[config.mk]
export PLATFORM = sky130hd
export DESIGN_NAME = interface_frame_ctrl
export DESIGN_NICKNAME = d
export VERILOG_FILES = /design/src/rtl/interface_frame_ctrl.sv
export SDC_FILE = /design/constraint.sdc
export NUM_CORES = 1
export LEC_CHECK = 0
export CAP_MARGIN = 30
export CORE_MARGIN = 1.5
export CORE_UTILIZATION = 45
export CTS_BUF_LIST = sky130_fd_sc_hd__clkbuf_16
export DETAILED_ROUTE_END_ITERATION = 10
export PLACE_DENSITY_LB_ADDON = 0.1
export SETUP_SLACK_MARGIN = 0.02
export SKIP_LAST_GASP = 1
export SYNTH_ARGS = -nofsm -noshare
export SYNTH_HDL_FRONTEND = slang
export SYNTH_SLANG_ARGS = --single-unit
[constraint.sdc]
create_clock -name clk -period 4.3 [get_ports clk]
set_clock_uncertainty 0.1 [all_clocks]
set_input_delay 0.86 -clock clk [delete_from_list [all_inputs] [get_ports clk]]
set_output_delay 0.86 -clock clk [all_outputs]
set_load 0.02 [all_outputs]
[src/rtl/interface_frame_ctrl.sv]
// SPI link controller: frame-end detect, header/sequence validation,
// IDLE/SYNC/RUN/FAULT link FSM and status frame generation.
module interface_frame_ctrl #(
  parameter int          BUFFER_SIZE = 64,
  parameter logic [31:0] MSGID       = 32'h74697277,
  parameter int          GOOD_FRAMES = 4
) (
  input  logic                    clk,
  input  logic                    rst_n,
  input  logic                    spi_ssel,
  input  logic [BUFFER_SIZE-1:0]  rx_data,
  input  logic                    pkg_timeout,
  input  logic [BUFFER_SIZE-49:0] fb_data,
  output logic [BUFFER_SIZE-1:0]  tx_data,
  output logic [BUFFER_SIZE-41:0] cmd_data,
  output logic                    cmd_strobe,
  output logic                    enable,
  output logic [1:0]              link_state,
  output logic [15:0]             frame_cnt,
  output logic [15:0]             err_cnt
);

  typedef enum logic [1:0] {
    IDLE  = 2'd0,
    SYNC  = 2'd1,
    RUN   = 2'd2,
    FAULT = 2'd3
  } state_t;

  localparam logic [3:0] GF = GOOD_FRAMES[3:0];

  state_t                  state;
  logic [2:0]              ssel_sr;
  logic [2:0]              ev_d;
  logic                    end_evt;
  logic                    eval;
  logic                    tx_upd;
  logic [7:0]              seq_exp;
  logic [7:0]              seq_echo;
  logic [3:0]              good_cnt;
  logic                    fault_seen;
  logic [BUFFER_SIZE-49:0] fb_snap;

  logic [31:0]             hdr;
  logic [7:0]              seq;
  logic [BUFFER_SIZE-41:0] payload;
  logic                    hdr_ok;
  logic                    good;

  assign hdr     = rx_data[BUFFER_SIZE-1 -: 32];
  assign seq     = rx_data[BUFFER_SIZE-33 -: 8];
  assign payload = rx_data[BUFFER_SIZE-41:0];
  assign hdr_ok  = (hdr == MSGID);
  assign good    = hdr_ok && ((state == IDLE) || (seq == seq_exp));

  assign end_evt    = (ssel_sr[2:1] == 2'b01);
  assign eval       = ev_d[1];
  // Only refresh tx inside the post-frame window and while ssel is high
  assign tx_upd     = (end_evt | (|ev_d)) & ssel_sr[1];
  assign link_state = state;

  always_ff @(posedge clk or negedge rst_n) begin
    if (!rst_n) begin
      ssel_sr <= 3'b111;
      ev_d    <= '0;
      fb_snap <= '0;
      tx_data <= {MSGID, {(BUFFER_SIZE-32){1'b0}}};
    end else begin
      ssel_sr <= {ssel_sr[1:0], spi_ssel};
      ev_d    <= {ev_d[1:0], end_evt};
      if (end_evt)
        fb_snap <= fb_data;
      if (tx_upd)
        tx_data <= {MSGID, seq_echo, state, enable,
                    fault_seen, 4'b0000, fb_snap};
    end
  end

  always_ff @(posedge clk or negedge rst_n) begin
    if (!rst_n) begin
      state      <= IDLE;
      enable     <= 1'b0;
      cmd_strobe <= 1'b0;
      cmd_data   <= '0;
      frame_cnt  <= '0;
      err_cnt    <= '0;
      seq_exp    <= '0;
      seq_echo   <= '0;
      good_cnt   <= '0;
      fault_seen <= 1'b0;
    end else begin
      cmd_strobe <= 1'b0;
      if (eval) begin
        if (frame_cnt != 16'hFFFF)
          frame_cnt <= frame_cnt + 16'd1;
        if (!good && err_cnt != 16'hFFFF)
          err_cnt <= err_cnt + 16'd1;
        if (good) begin
          seq_exp  <= seq + 8'd1;
          seq_echo <= seq;
        end
      end
      if (pkg_timeout) begin
        unique case (state)
          SYNC: begin
            state    <= IDLE;
            good_cnt <= '0;
          end
          RUN: begin
            state      <= FAULT;
            enable     <= 1'b0;
            cmd_data   <= '0;
            cmd_strobe <= 1'b1;
            fault_seen <= 1'b1;
          end
          default: ;
        endcase
      end else if (eval) begin
        unique case (state)
          IDLE, FAULT: begin
            if (good) begin
              good_cnt <= 4'd1;
              if (GF == 4'd1) begin
                state      <= RUN;
                enable     <= 1'b1;
                cmd_data   <= payload;
                cmd_strobe <= 1'b1;
                fault_seen <= 1'b0;
              end else begin
                state <= SYNC;
              end
            end
          end
          SYNC: begin
            if (good) begin
              good_cnt <= good_cnt + 4'd1;
              if (good_cnt + 4'd1 == GF) begin
                state      <= RUN;
                enable     <= 1'b1;
                cmd_data   <= payload;
                cmd_strobe <= 1'b1;
                fault_seen <= 1'b0;
              end
            end else begin
              good_cnt <= '0;
            end
          end
          RUN: begin
            cmd_strobe <= 1'b1;
            if (good) begin
              cmd_data <= payload;
            end else begin
              state      <= FAULT;
              enable     <= 1'b0;
              cmd_data   <= '0;
              fault_seen <= 1'b1;
            end
          end
        endcase
      end
    end
  end

endmodule

==> impl_metrics.json <==
{
  "status": "finished, final reports clean",
  "die_h_um": 119.6,
  "hold_violations": 0,
  "max-slew-margin-rel": 0.4696,
  "synth_top_area_frac": 0.5239,
  "synthDistinctLibCells": 46,
  "cts_setup_buffers": 0,
  "io_buffers": 171,
  "root_buffer": "clkbuf_16",
  "ir_drop_mv": 0.2831,
  "critPathLaunchType": "primary input",
  "dp_hpwl_mm": 9.433,
  "gp_congestion": 0.8084,
  "fin_tns_setup_ns": 0,
  "final_antenna_net_count": 0,
  "fin_util": 0.6384,
  "worst_pin_slew_ns": 0.7956,
  "clock-sinks": 131,
  "p_clk_frac": 0.318,
  "drtIter0Drc": 212,
  "area_delta_synth_final_pct": 38.29,
  "maxCapViolations": 0,
  "path_clk_slew_ns": 0.06,
  "start_util": 0.4616,
  "fin_crit_sh": 0.8604,
  "die_x_um": 119.6,
  "final_layout_size_suffix_gt1_frac": 0.1355,
  "post-route-min-period_ns": 3.700,
  "overflow": 0,
  "synth_common_cells": "dfrtp_1, mux2_2, nand2_1",
  "max_stage_delay_ns": 0.73,
  "cp.required_ns": 4.54,
  "antennaDiodeCount": 0,
  "hold_buffers": 0,
  "drc": 0,
  "slowest_stage": "or4_1",
  "rsz0062_at_grt": "no",
  "grt_pass1_vias": 4518,
  "crit_chain": "clkdlybuf4s50_1 -> xor2_1 -> nor4_1 -> a21oi_1 -> or4_1 -> o221ai_2 -> and3_1 -> buf_4 -> mux2i_1",
  "cts_made_buffers": 17,
  "rows": 42,
  "seqPwrFrac": 0.368,
  "synthCells": 534,
  "io_pins": 208,
  "antenna_found_initial": 0,
  "synthTopCellsByArea": "dfrtp_1, mux2_2, buf_4",
  "synth_most_common_cell": "dfrtp_1",
  "core_area_sq_um": 13240,
  "tritoncts": "done",
  "wire_per_inst_um": 14.90,
  "die_area_sq_um": 14290,
  "slew_viol_final": 0,
  "grt_pass1_wl_mm": 22.01,
  "vias": 4425,
  "cp_data_arrival_time_ns": 3.94,
  "worstSetupEndpointType": "flip-flop",
  "worstPathMaxFanout": 24,
  "comb_power_share": 0.313,
  "synthArstFlopShare": 1.000,
  "r2r_slack_ns": 1.18,
  "grt_max_degree": 72,
  "yosysWarnings": 0,
  "finalWirelength_mm": 13.40,
  "worstSkewPairLatency_ns": 0.42,
  "swShare": 0.3247,
  "ctsResizeCount": 0,
  "hp-class": "flip-flop to flip-flop",
  "power_switching_mw": 1.437,
  "setup_viol": 0,
  "synth_seq_cells": 131,
  "max_freq_mhz": 270.3,
  "dr.pass1.iters": 4,
  "ys_dominant_reg_cell": "dfrtp_1",
  "yosysTopAreaCell": "dfrtp_1",
  "vias_per_cell": 4.922,
  "intPower_mw": 2.990,
  "synth_area_sq_um": 6113,
  "critPathKind": "primary input to flip-flop",
  "cts_max_level": 4,
  "grtUsageTotal": 0.1953,
  "cts_buffer_depth": 2,
  "syn_area_per_cell_sq_um": 11.45,
  "final_net_count": 803,
  "synth_edf_count": 0,
  "leakage_nw": 3.752,
  "power.density_nw_per_um2": 523.7,
  "synth-seq-area-share": 0.5368
}
## power by group through the flow
stage / combinational, mW / clock (mW) / sequential [mW]
4_1_cts: 1.40 / 1.45 / 1.63
3_3_place_gp: 1.37 / 0 / 1.64
6_report: 1.39 / 1.41 / 1.63
5_1_grt: 1.50 / 1.50 / 1.66
2_1_floorplan: 0.595 / 0 / 1.85
3_5_place_dp: 1.39 / 0 / 1.65
## final cells by class
| type | count | area (sq um) |
|---|---|---|
| Timing Repair Buffer | 178 | 1774 |
| Clock buffer | 17 | 425.4 |
| Sequential cell | 131 | 3282 |
| Multi-Input combinational cell | 349 | 2471 |
| Fill cell | 1077 | 4788 |
| Inverter | 33 | 123.9 |
| Clock inverter | 15 | 157.7 |
| Tap cell | 176 | 220.2 |
## placed cells by master, fill, tap and decap left out, drive strengths merged, types with 4 or more instances in the layout
cell type	instances
nand3	15
nand2	50
conb	36
o21ai	15
nor4	4
inv	38
nand4	13
nor2b	7
xor2	21
buf	7
clkinv	6
nor2	19
nor3	7
ha	9
nor4bb	4
clkdlybuf4s50	170
clkbuf	18
and3	12
a21oi	9
mux2i	27
mux2	53
dfrtp	128
xnor2	19
## path summary, 6_finish.rpt
check                       startpoint            to  cells after the start
setup / recovery           rx_data[30]  cmd_data[19]                      9
hold / removal              ssel_sr[0]    ssel_sr[1]                      0
setup reg to reg            seq_exp[6]  cmd_data[19]                      8
hold reg to reg             ssel_sr[0]    ssel_sr[1]                      0
max in group asynchronous        rst_n    ssel_sr[1]                      2
min in group asynchronous        rst_n  cmd_data[16]                      1
## layer usage
| layer | vias to the layer above | share of wire | GRT usage |
|---|---|---|---|
| met5 | - | 0 | 0 |
| met4 | 0 | 0.016 | 0.07664 |
| met3 | 17 | 0.076 | 0.06939 |
| met2 | 158 | 0.46 | 0.3014 |
| met1 | 2154 | 0.44 | 0.2527 |
| li1 | 2096 | - | - |
## sequential cells by signal, indices dropped and copies added, names as in the netlist
signal / count
tx_data: 28
cmd_data: 24
err_cnt: 16
fb_snap: 16
frame_cnt: 16
seq_echo: 8
seq_exp: 8
good_cnt: 4
ev_d: 3
ssel_sr: 3
link_state: 2
cmd_strobe: 1
enable: 1
fault_seen: 1
## critical path, delay by kind of cell
kind	cells	cell delay (ns)
simple gates	3	1.31
mux	1	0.24
xor+xnor	1	0.21
compound gates	2	0.46
buf+inv	2	0.84
## stage by stage
| step | hold WS [ns] | cell area [sq um] | setup slack [ns] | power [mW] | cells |
|---|---|---|---|---|---|
| 2_1_floorplan | 0.2452 | 6241 | 1.262 | 2.448 | 568 |
| 3_3_place_gp | 0.2465 | 7864 | 0.3715 | 3.006 | 866 |
| 3_5_place_dp | 0.2484 | 7864 | 0.2778 | 3.037 | 866 |
| 4_1_cts | 0.2595 | 8447 | 0.5973 | 4.478 | 898 |
| 5_1_grt | 0.2591 | 8454 | 0.4136 | 4.665 | 899 |
| 6_report | 0.2570 | 8454 | 0.6004 | 4.427 | 899 |
## kinds of logic after synthesis
family / Yosys count / synth area share
flops: 131 / 0.5368
compound gates: 37 / 0.03868
fa+ha+maj: 9 / 0.01842
xor+xnor: 40 / 0.05731
buf+inv: 88 / 0.08105
mux: 80 / 0.1418
other cells: 2 / 0.001228
simple gates: 147 / 0.1246
Note: power is estimated with default switching activity, not from simulation.
